### src/rtl/hdmi_link_pkg.sv
// Shared types and constants for the HDMI link sequencer.
// Holds the state encoding and the cycles-from-microseconds helper.
package hdmi_link_pkg;

  localparam int STATE_W = 3;
  localparam int CLOCK_FREQUENCY = 200_000_000;

  typedef enum logic [STATE_W-1:0] {
    ST_IDLE       = 3'd0,
    ST_SETTLE     = 3'd1,
    ST_GT_WAIT    = 3'd2,
    ST_CONFIG     = 3'd3,
    ST_RUN        = 3'd4,
    ST_RETRY_WAIT = 3'd5,
    ST_FAULT      = 3'd6,
    ST_DRAIN      = 3'd7
  } link_state_e;

  function automatic int cycles_from_us(int us);
    return (CLOCK_FREQUENCY / 1_000_000) * us;
  endfunction

endpackage

### src/rtl/hdmi_hpd_conditioner.sv
// Hot-plug detect synchroniser with asymmetric rise/fall debounce.
// A single counter tracks consecutive samples that disagree with the output.
module hdmi_hpd_conditioner #(
  parameter int RISE_CYCLES = 2_000_000,
  parameter int FALL_CYCLES = 2_000
) (
  input  logic clk_i,
  input  logic rst_ni,
  input  logic hpd_i,
  output logic hpd_stable_o
);

  localparam int MAXC = (RISE_CYCLES > FALL_CYCLES) ? RISE_CYCLES : FALL_CYCLES;
  localparam int CW = $clog2(MAXC + 1);
  localparam logic [CW-1:0] RISE_LAST = CW'(RISE_CYCLES - 1);
  localparam logic [CW-1:0] FALL_LAST = CW'(FALL_CYCLES - 1);

  logic          sync1_q, sync2_q;
  logic          stable_q, stable_d;
  logic [CW-1:0] cnt_q, cnt_d;
  logic [CW-1:0] limit;

  // The sample that lands with the count at limit is the Nth in a row.
  always_comb begin
    limit    = stable_q ? FALL_LAST : RISE_LAST;
    cnt_d    = '0;
    stable_d = stable_q;
    if (sync2_q != stable_q) begin
      if (cnt_q >= limit) begin
        stable_d = sync2_q;
      end else begin
        cnt_d = cnt_q + 1'b1;
      end
    end
  end

  always_ff @(posedge clk_i) begin
    if (!rst_ni) begin
      sync1_q  <= 1'b0;
      sync2_q  <= 1'b0;
      stable_q <= 1'b0;
      cnt_q    <= '0;
    end else begin
      sync1_q  <= hpd_i;
      sync2_q  <= sync1_q;
      stable_q <= stable_d;
      cnt_q    <= cnt_d;
    end
  end

  assign hpd_stable_o = stable_q;

endmodule

### src/rtl/hdmi_link_sequencer.sv
// Per-port HDMI link bring-up: HPD settle, GT wait, redriver config, run.
// Tears down on HPD loss, GT loss or exhausted configuration retries.
module hdmi_link_sequencer
  import hdmi_link_pkg::*;
#(
  parameter int HPD_DEBOUNCE_CYCLES = cycles_from_us(10_000),
  parameter int HPD_LOSS_CYCLES     = cycles_from_us(10),
  parameter int SETTLE_CYCLES       = cycles_from_us(100_000),
  parameter int RETRY_WAIT_CYCLES   = cycles_from_us(1_000),
  parameter int RETRY_LIMIT         = 3
) (
  input  logic         system_clock,
  input  logic         system_reset_n,
  input  logic         hpd,
  input  logic         gt_tx_ready,
  output logic         cfg_req,
  input  logic         cfg_done,
  input  logic         cfg_error,
  output logic         run,
  output logic         hpd_stable,
  output logic         fault,
  output logic [2:0]   state,
  output logic [3:0]   attempt
);

  localparam int MAXT = (SETTLE_CYCLES > RETRY_WAIT_CYCLES) ? SETTLE_CYCLES : RETRY_WAIT_CYCLES;
  localparam int TW = $clog2(MAXT + 1);
  localparam logic [TW-1:0] SETTLE_LAST = TW'(SETTLE_CYCLES - 1);
  localparam logic [TW-1:0] RETRY_LAST  = TW'(RETRY_WAIT_CYCLES - 1);
  localparam logic [3:0]    LIMIT       = 4'(RETRY_LIMIT);

  link_state_e   state_q, state_d;
  logic [TW-1:0] timer_q, timer_d;
  logic [3:0]    attempt_q, attempt_d;

  hdmi_hpd_conditioner #(
    .RISE_CYCLES (HPD_DEBOUNCE_CYCLES),
    .FALL_CYCLES (HPD_LOSS_CYCLES)
  ) u_hpd (
    .clk_i        (system_clock),
    .rst_ni       (system_reset_n),
    .hpd_i        (hpd),
    .hpd_stable_o (hpd_stable)
  );

  always_ff @(posedge system_clock) begin
    if (!system_reset_n) begin
      state_q   <= ST_IDLE;
      timer_q   <= '0;
      attempt_q <= '0;
    end else begin
      state_q   <= state_d;
      timer_q   <= timer_d;
      attempt_q <= attempt_d;
    end
  end

  // HPD loss is tested first everywhere so it outranks GT loss and cfg_done.
  always_comb begin
    state_d   = state_q;
    attempt_d = attempt_q;
    unique case (state_q)
      ST_IDLE: begin
        if (hpd_stable) begin
          state_d   = ST_SETTLE;
          attempt_d = '0;
        end
      end
      ST_SETTLE: begin
        if (!hpd_stable)             state_d = ST_IDLE;
        else if (timer_q >= SETTLE_LAST) state_d = ST_GT_WAIT;
      end
      ST_GT_WAIT: begin
        if (!hpd_stable) begin
          state_d = ST_IDLE;
        end else if (gt_tx_ready) begin
          state_d   = ST_CONFIG;
          attempt_d = (attempt_q == 4'hF) ? attempt_q : attempt_q + 4'd1;
        end
      end
      ST_CONFIG: begin
        if (!hpd_stable)         state_d = cfg_done ? ST_IDLE : ST_DRAIN;
        else if (cfg_done) begin
          if (!cfg_error)             state_d = ST_RUN;
          else if (attempt_q < LIMIT) state_d = ST_RETRY_WAIT;
          else                        state_d = ST_FAULT;
        end
      end
      ST_RUN: begin
        if (!hpd_stable)       state_d = ST_IDLE;
        else if (!gt_tx_ready) state_d = ST_GT_WAIT;
      end
      ST_RETRY_WAIT: begin
        if (!hpd_stable)                state_d = ST_IDLE;
        else if (timer_q >= RETRY_LAST) state_d = ST_GT_WAIT;
      end
      ST_FAULT: begin
        if (!hpd_stable) state_d = ST_IDLE;
      end
      ST_DRAIN: begin
        if (cfg_done) state_d = ST_IDLE;
      end
      default: state_d = ST_IDLE;
    endcase
    if (state_d != state_q)  timer_d = '0;
    else if (timer_q == '1)  timer_d = timer_q;
    else                     timer_d = timer_q + 1'b1;
  end

  always_comb begin
    cfg_req = (state_q == ST_CONFIG) || (state_q == ST_DRAIN);
    run     = (state_q == ST_RUN);
    fault   = (state_q == ST_FAULT);
    state   = state_q;
    attempt = attempt_q;
  end

endmodule

### config.mk
export PLATFORM = sky130hd
export DESIGN_NAME = hdmi_link_sequencer
export DESIGN_NICKNAME = d
export VERILOG_FILES = /design/src/rtl/hdmi_link_pkg.sv /design/src/rtl/hdmi_hpd_conditioner.sv /design/src/rtl/hdmi_link_sequencer.sv
export SDC_FILE = /design/constraint.sdc
export NUM_CORES = 1
export LEC_CHECK = 0
export ABC_CLOCK_PERIOD_IN_PS = 2920
export BUFFER_PORTS_ARGS = -buffer_cell sky130_fd_sc_hd__buf_2
export CAP_MARGIN = 20
export CORE_UTILIZATION = 45
export DETAILED_ROUTE_END_ITERATION = 12
export PLACE_DENSITY = 0.58
export SLEW_MARGIN = 10
export SYNTH_ARGS = -nofsm -noshare
export SYNTH_HDL_FRONTEND = slang
export SYNTH_SLANG_ARGS = --single-unit
### constraint.sdc
create_clock -name system_clock -period 2.92 [get_ports system_clock]
set_input_delay 0.584 -clock system_clock [delete_from_list [all_inputs] [get_ports system_clock]]
set_output_delay 0.584 -clock system_clock [all_outputs]
set_load 0.02 [all_outputs]
Word level (Yosys, flattened, before mapping)
Index checks and enable logic that the tools add are counted.
{"block": "word_totals", "reg_bits": 56, "input_bits": 6, "elab_cells": 61}
{"block": "classes", "add_sub_neg": 3, "n_lt_le_gt_ge": 4, "eq_ne": 15, "muxes": 23, "bitwise": 2, "reduce_logical": 7}
{"cell": "3-bit two-way mux", "n": 14}
{"cell": "25-bit by 1-bit adder with 25-bit output (second input constant)", "n": 1}
{"cell": "25-bit equality test (second input constant)", "n": 1}
{"cell": "25-bit by 18-bit greater-or-equal comparator with 1-bit output (second input constant)", "n": 1}
{"cell": "25-bit greater-or-equal comparator (second input constant)", "n": 1}
{"cell": "3-bit case mux with 8 select lines", "n": 1}
{"cell": "21-bit by 1-bit adder with 21-bit output (second input constant)", "n": 1}
{"cell": "21-bit greater-or-equal comparator", "n": 1}
{"cell": "21-bit two-way mux", "n": 1}
{"cell": "4-bit two-way mux", "n": 4}
{"cell": "3-bit equality test (second input constant)", "n": 4}
{"cell": "4-bit case mux with 2 select lines", "n": 1}
{"cell": "3-bit by 2-bit equality test with 1-bit output (second input constant)", "n": 2}
{"cell": "5-bit AND reduction", "n": 1}
{"cell": "4-bit by 1-bit adder with 4-bit output (second input constant)", "n": 1}
{"cell": "4-bit equality test (second input constant)", "n": 1}
{"cell": "4-bit by 2-bit less-than comparator with 1-bit output (second input constant)", "n": 1}
{"cell": "2-bit two-way mux", "n": 2}
{"cell": "2-bit by 1-bit inequality test with 1-bit output (second input constant)", "n": 2}
{"cell": "2-bit inequality test (second input constant)", "n": 2}
{"cell": "3-bit by 1-bit equality test with 1-bit output (second input constant)", "n": 1}
{"cell": "3-bit logical NOT", "n": 1}
{"cell": "3-bit inequality test", "n": 1}
{"cell": "3-bit OR reduction", "n": 1}
{"cell": "6 further kinds", "n": 7}

Depth between registers and ports, before layout
Gate-level depths: netlist of run 1.
{"block": "depth", "depth_word": 8, "depth_mapped": 10}

By module
From an unflattened synthesis of run 1, not the netlist that was laid out.
{"block": "hier_totals", "cells_unflattened": 382, "area_unflattened_um2": 3229.3}
{"mod": "hdmi_link_sequencer", "n_inst": 1, "cells_each": 243, "area_per_inst_um2": 1968.1}
{"mod": "hdmi_hpd_conditioner", "n_inst": 1, "cells_each": 139, "area_per_inst_um2": 1261.2}

Worst setup path before layout of run 1
OpenSTA, ideal clock, no wires.
{"block": "synth_timing", "kind": "reg-to-reg", "from": "reg u_hpd.stable_q, in the netlist u_hpd.hpd_stable_o", "to": "reg u_hpd.cnt_q[13]", "setup_ns": 0.128, "arrival_time_ns": 2.092, "slack_ns": 0.700, "stages_incl_launch_ff": 9, "path_buffers": 2, "period_less_slack_ns": 2.220, "cell_sequence": "dfxtp_1 buf_4 inv_1 ha_1 nand2_1 o41a_1 nand4_1 clkbuf_1 nor2_1"}
{"block": "synth_via", "elab_chain_cells": 3, "elab_cells_between_ends": 5}
{"element": "start, declared", "line": "hdmi_hpd_conditioner.sv:19", "source": "logic stable_q, stable_d;"}
{"element": "start signal, assigned", "line": "hdmi_hpd_conditioner.sv:46", "source": "stable_q <= stable_d;"}
{"element": "21-bit two-way mux or 1-bit inequality test (tied branches)", "line": "hdmi_hpd_conditioner.sv:25, hdmi_hpd_conditioner.sv:28"}
{"element": "21-bit greater-or-equal comparator or 1-bit inverter (tied branches)"}
{"element": "3-bit OR reduction (no line) (*)"}
{"element": "end signal, assigned", "line": "hdmi_hpd_conditioner.sv:47", "source": "cnt_q <= cnt_d;"}
{"element": "end, declared", "line": "hdmi_hpd_conditioner.sv:20", "source": "logic [CW-1:0] cnt_q, cnt_d;"}
Mark *: on every way between the ends. The rest lies on a longest branch, timed or not.
A chain may end at the register's enable or synchronous reset.

Worst setup path after layout of run 1
{"block": "layout_timing", "from": "reg timer_q[0]", "to": "reg timer_q[5]"}
{"block": "layout_via", "elab_chain_cells": 6, "elab_cells_between_ends": 11}
{"element": "start, declared", "line": "hdmi_link_sequencer.sv:33", "source": "logic [TW-1:0] timer_q, timer_d;"}
{"element": "start signal, assigned", "line": "hdmi_link_sequencer.sv:53", "source": "timer_q <= timer_d;"}
{"element": "25-bit by 18-bit greater-or-equal comparator with 1-bit output or 25-bit greater-or-equal comparator (tied branches)", "line": "hdmi_link_sequencer.sv:95, hdmi_link_sequencer.sv:71"}
{"element": "3-bit two-way mux (on tied branches)", "line": "hdmi_link_sequencer.sv:95, hdmi_link_sequencer.sv:71"}
{"element": "3-bit two-way mux (on tied branches)", "line": "hdmi_link_sequencer.sv:94, hdmi_link_sequencer.sv:70"}
{"element": "3-bit case mux with 8 select lines", "line": "hdmi_link_sequencer.sv:62", "source": "unique case (state_q)"}
{"element": "3-bit inequality test", "line": "hdmi_link_sequencer.sv:105", "source": "if (state_d != state_q) timer_d = '0;"}
{"element": "2-bit OR reduction (no line)"}
Parallel ways exist; a longest one is shown, timed or not.

==> impl_results.md, run 1 <==
* Ant diodes at 0
* IO Port Bufs at 16
* Post-CTS Hold Fix Bufs at 0
* Pwr Density at 347 nW/um^2
* Post-synth net total at 402
* Element type at the critical path end: register
* Post-CTS sizing at 0
* Clock latency on the worst-skew pair at 0.31 ns
* GR Util All Layers at 19.8%
* Distinct cells, synth at 59
* Most frequent cells after synthesis: dfxtp_1 (56), nor2_1 (42), nand2_1 (38)
* Via density at 5.45
* Final hold violation count at 0
* Top cell type's share of synthesized area at 33.8%
* Final Instance Area at 3540 sq um
* YS warnings at 0
* Worst min path class: register to register
* Area leader, netlist: dfxtp_1
* Crit path buffers/inverters at 1
* Most numerous cell in the Yosys netlist: dfxtp_1
* Tightest Pin Transition at 0.697 ns
* #FFs+latches synth at 56
* First-pass GRT wire length at 12.0 mm
* Leakage Power at 1.22 nW
* Mapped cell area at 3310 sq um
* Wirelength per Cell at 14.1 um
* Maximum fanout along the worst path at 14
* Initial Util at 47.7%
* Cells after Synth at 383
* Arrival time at the worst endpoint at 2.58 ns
* RSZ-0062 raised after global routing: false
* Post-synth top flop: dfxtp_1
* Register area share after synthesis at 33.8%
* Via count at 2,700
* Post-CTS setup buffers at 0
* Chip Height at 87.8 um
* Worst rel slew slack at 53.1%
* Dpl hpwl at 5.04 mm
* Clk buf depth at 2
* Pins Over Slew Limit at 0
* Area delta synth->final at 6.95%
* Syn Area/Cell at 8.65 sq um
* Worst endpoint required time at 3.11 ns
* Number of flops mapped to enable cells by yosys at 0
* Final TNS setup at 0 ns
* First-pass DRT Iterations at 4
* Fin nets at 418
* Outcome: finished clean
* Max-cap viol count at 0
* Clk pin slew, worst setup/hold paths at 0.10 ns
* Largest net degree at the start of global routing at 26
* Setup CP Type: register to register
* Vias in the first global route at 2,508
* Clk root buf: clkbuf_8
* CTS tree: built
* Site Rows at 30
* Number of remaining DRC errors at 0
* FFs w/ async S/R, synth at 0%
* Htree depth at 2
* Fillcell total at 689
* Startpoint Class: register
* Boundary pin count at 17
* Ranking of synthesized cells by area: dfxtp_1 (34%), xnor2_1 (7.7%), nor3_2 (6.0%)
* Share of cells above drive strength 1 at 14.5%
* Routability cong. at 0.821
* Fmax at 420 MHz
* Antenna violations before repair at 0
* Area of placed instances at 3470 sq um
* Final hold slack at 0.451 ns
* Setup violators final at 0
* Delay-heaviest family, CP: compound AO/OA/AOI/OAI gates
* Fin crit period at 2.38 ns
* Detailed Route WL at 6.98 mm
* FF-to-FF setup slack at 0.54 ns
* Max incr delay on CP at 0.58 ns
* Slowest-stage cell, CP: o41ai_1
* Worst Skew at 0.00584 ns
* Final Cycle Share at 81.6%
* Antenna Nets Post-Route at 0
* Die area at 7710 sq um
* Inserted Clock Buffers at 5
* DR iter-0 viols at 121
* VDD IR max at 0.000197 V
* # clock sinks at 56
* Total grt overflow at 0
* Design Power at 1.23 mW
* DIE WIDTH at 87.8 um
* Core area at 6940 sq um
* Worst path cell trace: ha_1 -> nand3b_1 -> o41ai_1 -> nor4b_1 -> o2111ai_4 -> buf_4 -> nor3_2
* Finished Core Util at 51.0%
==> final timing paths <==
path | from | to | cells after the start
setup / recovery | timer_q[0]$_SDFFE_PP0P_ | timer_q[5]$_SDFFE_PP0P_ | 7
hold / removal | u_hpd.sync1_q$_SDFF_PN0_ | u_hpd.sync2_q$_SDFF_PN0_ | 1
setup reg to reg | timer_q[0]$_SDFFE_PP0P_ | timer_q[5]$_SDFFE_PP0P_ | 7
hold reg to reg | u_hpd.sync1_q$_SDFF_PN0_ | u_hpd.sync2_q$_SDFF_PN0_ | 1
==> layout make-up <==
class	count	area [sq um]	share of cell area (%)
tap	96	120	3.39
multi-input combinational	303	2060	58.1
clock buffer	6	72.6	2.05
timing repair buffer	22	125	3.53
clock inverter	1	5.00	0.141
sequential	56	1120	31.6
inverter	11	41.3	1.17
==> worst reg2reg max path, delay by kind of cell, from the launching register on <==
| kind | cells | cell delay [ns] |
|---|---|---|
| AOI/OAI and AO/OA | 2 | 0.82 |
| DFF | 1 | 0.42 |
| and+or+nand+nor | 3 | 0.39 |
| adders and majority gates | 1 | 0.36 |
| buffers and inverters | 1 | 0.29 |
==> logic make-up after synthesis <==
kind of cell    Yosys count  share of synthesized area (%)
simple gates            191                           32.4
flops                    56                           33.8
compound gates           51                           12.0
xor+xnor                 45                           11.9
buf+inv                  24                           4.04
fa+ha+maj                13                           4.91
mux                       3                          0.944
==> flip-flops by register name, summed over array words and instances (netlist names) <==
| signal | cells |
|---|---|
| u_hpd.sync2_q | 1 |
| u_hpd.hpd_stable_o | 1 |
| state | 3 |
| u_hpd.sync1_q | 1 |
| attempt | 4 |
| u_hpd.cnt_q | 21 |
| timer_q | 25 |
==> where the power goes <==
| group | leakage, nW | switching, mW | internal, mW |
|---|---|---|---|
| registers | 0.452 | 0.00566 | 0.768 |
| clock network | 0.0410 | 0.246 | 0.164 |
| logic | 0.729 | 0.0290 | 0.0155 |
==> layer usage <==
| layer | track usage [%] | part of all wire [%] | up-vias |
|---|---|---|---|
| li1 | - | - | 1402 |
| met1 | 28.8 | 54 | 1244 |
| met2 | 30.2 | 42 | 47 |
| met3 | 3.39 | 3.5 | 7 |
| met4 | 4.92 | 1.1 | 0 |
| met5 | 0 | 0 | - |
==> stage by stage <==
| step | cells | setup WS [ns] |
|---|---|---|
| detailed placement | 488 | 0.576 |
| floorplan | 383 | 0.700 |
| global route | 495 | 0.295 |
| CTS | 495 | 0.575 |
| finish | 495 | 0.536 |
| global placement | 488 | 0.660 |
==> cell usage in the layout (no fill, tap or decap), drive strengths merged, types with 11 or more instances in the layout <==
cell type and n:
dfxtp 56, inv 11, nand3 13, ha 13
nor3 39, nand2 38, a21oi 11, buf 22
xor2 16, nand4 13, nor2 42, xnor2 29
No activity file was read; power rests on OpenSTA's default activity.
==> run 2, diff against run 1 <==
ABC_CLOCK_PERIOD_IN_PS = 2300   (was 2920)
clock period = 2.3 ns   (was 2.92 ns; I/O delays follow)
==> run 2 against run 1 <==
Net effect: register-to-register slack lost 0.47 ns; sequential cell count stayed put; critical path depth shrank 1; fmax is 6.6% higher; wire length up 4.5%; hold slack got worse by 0.086 ns; cell count up 4.2%; count of clock-buffer cells in the layout stayed put; design area up 9.2%; clock power grew 37%; sequential power rose by 26%; largest power group unchanged; highest routed layer unchanged.
==> impl_results.md, run 2 (synthesis results as in run 1) <==
* Final Instance Area at 3870 sq um
* Max-cap viol count at 0
* Setup CP Type: register to register
* Wirelength per Cell at 14.1 um
* Ant diodes at 0
* RR Startpoint: timer_q[10]$_SDFFE_PP0P_
* Boundary pin count at 17
* Fmax at 447 MHz
* First-pass GRT wire length at 11.7 mm
* Worst Skew at 0.0105 ns
* Clock latency on the worst-skew pair at 0.31 ns
* Area delta synth->final at 16.8%
* DIE WIDTH at 87.8 um
* Worst hold start: hpd
* Share of cells above drive strength 1 at 22.9%
* Vias in the first global route at 2,424
* Maximum fanout along the worst path at 6
* IO Port Bufs at 16
* Max reg flops at 25
* Final setup margin at 0.0629 ns
* Worst min path class: primary input to register
* Setup violators final at 0
* Antenna Nets Post-Route at 0
* Design Power at 1.62 mW
* WHS Endpoint: u_hpd.sync1_q$_SDFF_PN0_
* GR Util All Layers at 19.3%
* Pre-CTS WS at 0.103 ns
* R2r worst-path depth at 6
* VDD IR max at 0.000297 V
* Clk buf depth at 2
* Via density at 5.43
* Chip Height at 87.8 um
* Clk pin slew, worst setup/hold paths at 0.10 ns
* Most common cell after layout, fill and taps aside: dfxtp_1
* # clock sinks at 56
* Core area at 6940 sq um
* Worst rel slew slack at 58.6%
* Arrival time at the worst endpoint at 2.48 ns
* Final Cycle Share at 97.3%
* Routability cong. at 0.835
* Final TNS setup at 0 ns
* Hold path depth at 2
* CTS tree: built
* DR iter-0 viols at 112
* RR Endpoint: timer_q[15]$_SDFFE_PP0P_
* Outcome: finished clean
* Dpl hpwl at 5.23 mm
* Fillcell total at 674
* Fin nets at 438
* Final hold slack at 0.364 ns
* Leakage Power at 1.37 nW
* Initial Util at 47.7%
* Htree depth at 2
* Fin crit period at 2.24 ns
* Die area at 7710 sq um
* Final hold violation count at 0
* Area of placed instances at 3640 sq um
* Via count at 2,802
* Startpoint Class: register
* Inserted Clock Buffers at 5
* Finished Core Util at 55.7%
* Clk root buf: clkbuf_8
* Element type at the critical path end: register
* Worst endpoint required time at 2.54 ns
* Tightest Pin Transition at 0.616 ns
* RSZ-0062 raised after global routing: true
* FF-to-FF setup slack at 0.06 ns
* Detailed Route WL at 7.29 mm
* Cells after DPL at 505
* Top reg by flops: timer_q
* Site Rows at 30
* Pwr Density at 419 nW/um^2
* First-pass DRT Iterations at 4
* Pins Over Slew Limit at 0
* Largest net degree at the start of global routing at 26
* Finished Layout Cells at 516
* Antenna violations before repair at 0
* Number of remaining DRC errors at 0
* Total grt overflow at 0
* Most frequent cells in the layout: dfxtp_1 (52), nor2_1 (42), nand2_1 (38), xnor2_1 (29), nor3_2 (22)
[run 2: layout make-up]
| cell class | count | area [sq um] | share of cell area (%) |
|---|---|---|---|
| inverters | 11 | 41.3 | 1.07 |
| repair buffers | 42 | 343 | 8.86 |
| multi-input cells | 303 | 2140 | 55.4 |
| clock buffers | 6 | 82.6 | 2.13 |
| well taps | 96 | 120 | 3.10 |
| clock inverters | 2 | 10.0 | 0.259 |
| flip-flops and latches | 56 | 1130 | 29.2 |
[run 2: power by group]
group | internal (mW) | total (mW) | switching (mW)
combinational | 0.0351 | 0.0795 | 0.0444
sequential | 0.974 | 0.979 | 0.00513
clock | 0.241 | 0.562 | 0.321
[run 2: worst max path at each step]
stage                                          startpoint                          to  slack (ns)  cells past startpoint
after detailed placement          timer_q[1]$_SDFFE_PP0P_    timer_q[21]$_SDFFE_PP0P_        0.10                      8
after CTS                         attempt[1]$_SDFFE_PN0P_    timer_q[19]$_SDFFE_PP0P_        0.05                      8
after floorplan           u_hpd.hpd_stable_o$_SDFFE_PN0P_  u_hpd.cnt_q[13]$_SDFF_PP0_        0.08                      8
after global routing             timer_q[19]$_SDFFE_PP0P_     timer_q[4]$_SDFFE_PP0P_       -0.04                      7
final                            timer_q[10]$_SDFFE_PP0P_    timer_q[15]$_SDFFE_PP0P_        0.06                      6
after global placement            attempt[1]$_SDFFE_PN0P_    timer_q[18]$_SDFFE_PP0P_        0.15                      8
[run 2: per-layer routing]
metal	wire length [um]	up-vias	GRT usage [%]	part of all wire, %
li1	-	1446	-	-
met1	3770	1306	27.4	52
met2	3240	40	30.3	44
met3	178	10	2.83	2.4
met4	99	0	5.51	1.4
met5	0	-	0	0
[run 2: worst max-delay path: stages, from the launching register on]
cell,delay [ns]
dfxtp_1,0.46
nand4_1,0.23
or4_1,0.64
nor4_2,0.38
nor3_1,0.12
xnor2_1,0.16
nor3_2,0.18
[run 2: what timing repair did]
item                                    in CTS  in global routing
resized for setup                            0                 21
hold buffers                                 0                  0
endpoints found under the setup margin       0                 32
setup buffers                                0                  2
==> run 3, diff against run 2 <==
ABC_AREA = 1   (was default)
CORE_MARGIN = 3   (was default)
PLACE_DENSITY = 0.57   (was 0.58)
==> run 3 against run 2 <==
Net effect: sequential share of layout area decreased by 1.6 points; count of clock-buffer cells in the layout decreased by 1; core utilization decreased by 3.2 points; via count increased by 19%.
==> impl_results.md, run 3 <==
* GR Util All Layers at 19.0%
* Htree depth at 2
* Worst endpoint required time at 2.54 ns
* Die area at 9160 sq um
* Outcome: finished clean
* Hold path depth at 3
* CTS tree: built
* Fin nets at 562
* Startpoint Class: register
* Most frequent cells after synthesis: nand2_1 (92), nor2_1 (85), inv_1 (61)
* Main combinational cell family by area after synthesis: simple AND/OR/NAND/NOR gates
* Setup CP Type: register to register
* Wirelength per Cell at 13.7 um
* Pins Over Slew Limit at 0
* Arrival time at the worst endpoint at 2.39 ns
* Worst rel slew slack at 68.7%
* Mapped cell area at 3620 sq um
* Detailed Route WL at 8.86 mm
* Via density at 5.15
* #FFs+latches synth at 56
* Site Rows at 32
* Final hold violation count at 0
* Clk pin slew, worst setup/hold paths at 0.11 ns
* Post-CTS Hold Fix Bufs at 0
* Total grt overflow at 0
* Number of flops mapped to enable cells by yosys at 0
* RR Endpoint: timer_q[0]$_SDFFE_PP0P_
* Element type at the critical path end: register
* Tightest Pin Transition at 0.467 ns
* Finished Core Util at 52.5%
* Area of placed instances at 3800 sq um
* Via count at 3,330
* Worst hold start: hpd
* Post-synth net total at 536
* Fmax at 465 MHz
* Routability cong. at 0.921
* Inserted Clock Buffers at 5
* Distinct cells, synth at 34
* First-pass GRT wire length at 13.8 mm
* Worst Skew at 0.0138 ns
* Fillcell total at 802
* Ranking of synthesized cells by area: dfxtp_1 (31%), nand2_1 (9.5%), nor2_1 (8.8%)
* # clock sinks at 56
* FF-to-FF setup slack at 0.15 ns
* Mux cell area share after synthesis at 0%
* RR Startpoint: attempt[0]$_SDFFE_PN0P_
* VDD IR max at 0.000303 V
* FFs w/ async S/R, synth at 0%
* Vias in the first global route at 2,996
* Area leader, netlist: dfxtp_1
* Chip Height at 95.7 um
* YS warnings at 0
* Most frequent cells in the layout: nand2_1 (91), nor2_1 (83), inv_1 (60), dfxtp_1 (54)
* Final hold slack at 0.324 ns
* DIE WIDTH at 95.7 um
* Fin crit period at 2.15 ns
* Most common cell after layout, fill and taps aside: nand2_1
* Max-cap viol count at 0
* Worst path cell trace: ha_1 -> nor2_1 -> a21oi_1 -> o21ai_0 -> nand3_1 -> nor2_1 -> nand3_1 -> nand2_2 -> nand3_2 -> nor3_2
* IO Port Bufs at 16
* Leakage Power at 1.62 nW
* Maximum fanout along the worst path at 6
* Clk buf depth at 2
* WHS Endpoint: u_hpd.sync1_q$_SDFF_PN0_
* Most numerous cell in the Yosys netlist: nand2_1
* Max incr delay on CP at 0.34 ns
* Slowest-stage cell, CP: dfxtp_1
* Ant diodes at 0
* Top cell type's share of synthesized area at 31.0%
* Post-Synth Adder-Cell Area at 4.49%
* Synth Area in Simple Gates at 41.7%
* Area delta synth->final at 12.6%
* Largest net degree at the start of global routing at 26
* Setup violators final at 0
* Pwr Density at 474 nW/um^2
* Register area share after synthesis at 31.0%
* Max reg flops at 25
* Boundary pin count at 17
* Antenna Nets Post-Route at 0
* RSZ-0062 raised after global routing: true
* Cells after Synth at 517
* DR iter-0 viols at 130
* First-pass DRT Iterations at 4
* Initial Util at 46.6%
* Antenna violations before repair at 0
* Dpl hpwl at 6.19 mm
* R2r worst-path depth at 10
* Number of remaining DRC errors at 0
* Area fraction in compound gates after synthesis at 6.26%
* Core area at 7770 sq um
* Clk root buf: clkbuf_8
* XOR/XNOR Fraction of Synth Area at 7.74%
* Syn Area/Cell at 7.00 sq um
* Post-synth top flop: dfxtp_1
* Share of cells above drive strength 1 at 18.0%
* Final Instance Area at 4080 sq um
* Final Cycle Share at 93.5%
* Clock latency on the worst-skew pair at 0.32 ns
* Worst min path class: primary input to register
* Design Power at 1.93 mW
* Top reg by flops: timer_q
-- run 3: cell types whose count changed after synthesis, moves of 7 or more --
cell | previous run | this run
inv_1 | 11 | 61
nor2_2 | 0 | 13
nand2_1 | 38 | 92
a21oi_1 | 11 | 18
xor2_1 | 16 | 27
nand2_2 | 0 | 7
and2_1 | 8 | 0
nand3_1 | 13 | 27
xnor2_1 | 29 | 5
nor2_1 | 42 | 85
-- run 3: kinds of logic (layout without fill, tap and decap cells) --
family / count (synthesis) / in the layout
and+or+nand+nor: 302 / 306
buffers and inverters: 74 / 97
DFF: 56 / 56
AOI/OAI and AO/OA: 40 / 40
xor gates and xnor gates: 32 / 32
adders and majority gates: 13 / 13
-- run 3: worst max path at each step --
stage	start	endpoint	depth (start not counted)
finish	attempt[0]$_SDFFE_PN0P_	timer_q[0]$_SDFFE_PP0P_	10
global route	attempt[0]$_SDFFE_PN0P_	timer_q[0]$_SDFFE_PP0P_	10
CTS	timer_q[0]$_SDFFE_PP0P_	timer_q[20]$_SDFFE_PP0P_	11
detailed placement	timer_q[0]$_SDFFE_PP0P_	timer_q[20]$_SDFFE_PP0P_	11
global placement	timer_q[0]$_SDFFE_PP0P_	timer_q[20]$_SDFFE_PP0P_	11
floorplan	u_hpd.hpd_stable_o$_SDFFE_PN0P_	u_hpd.cnt_q[12]$_SDFF_PP0_	10
-- run 3: what timing repair did --
item                                    CTS  global route
buffers inserted                          0             2
resized for setup                         0            11
endpoints found under the setup margin    0            30
-- run 3: worst max-delay path: cells and delay by family (launching register included) --
family / cells / cell delay, ns
adder cells (fa/ha/maj): 1 / 0.21
flip-flops: 1 / 0.34
AND/OR/NAND/NOR: 7 / 1.27
AO/OA/AOI/OAI: 2 / 0.27
-- run 3: cell type report --
type / count / area, sq um / share of cell area [%]
Sequential cell: 56 / 1120 / 27.6
Clock inverter: 3 / 90.1 / 2.21
Timing Repair Buffer: 24 / 165 / 4.05
Inverter: 65 / 244 / 5.99
Tap cell: 102 / 128 / 3.13
Multi-Input combinational cell: 391 / 2260 / 55.4
Clock buffer: 5 / 68.8 / 1.69
-- run 3: routing by layer --
metal	up-vias	wire length [um]	GRT usage [%]	share of wire [%]
li1	1739	-	-	-
met1	1519	4010	23.9	45
met2	58	4340	33.6	49
met3	14	325	2.68	3.7
met4	0	180	5.09	2.0
met5	-	0	0	0
-- run 3: per-stage QoR --
stage	worst slack, ns	setup TNS (ns)	instances
detailed placement	0.0230	0	632
CTS	0.00191	0	640
floorplan	0.0684	0	517
global placement	0.126	0	632
global route	-0.0237	-0.0426	646
finish	0.151	0	646
-- run 3: report_power, final --
part	leakage [nW]	switching, mW	internal (mW)	total [mW]
clock network	0.0784	0.348	0.545	0.892
logic	1.09	0.0374	0.0180	0.0555
registers	0.452	0.00660	0.977	0.983
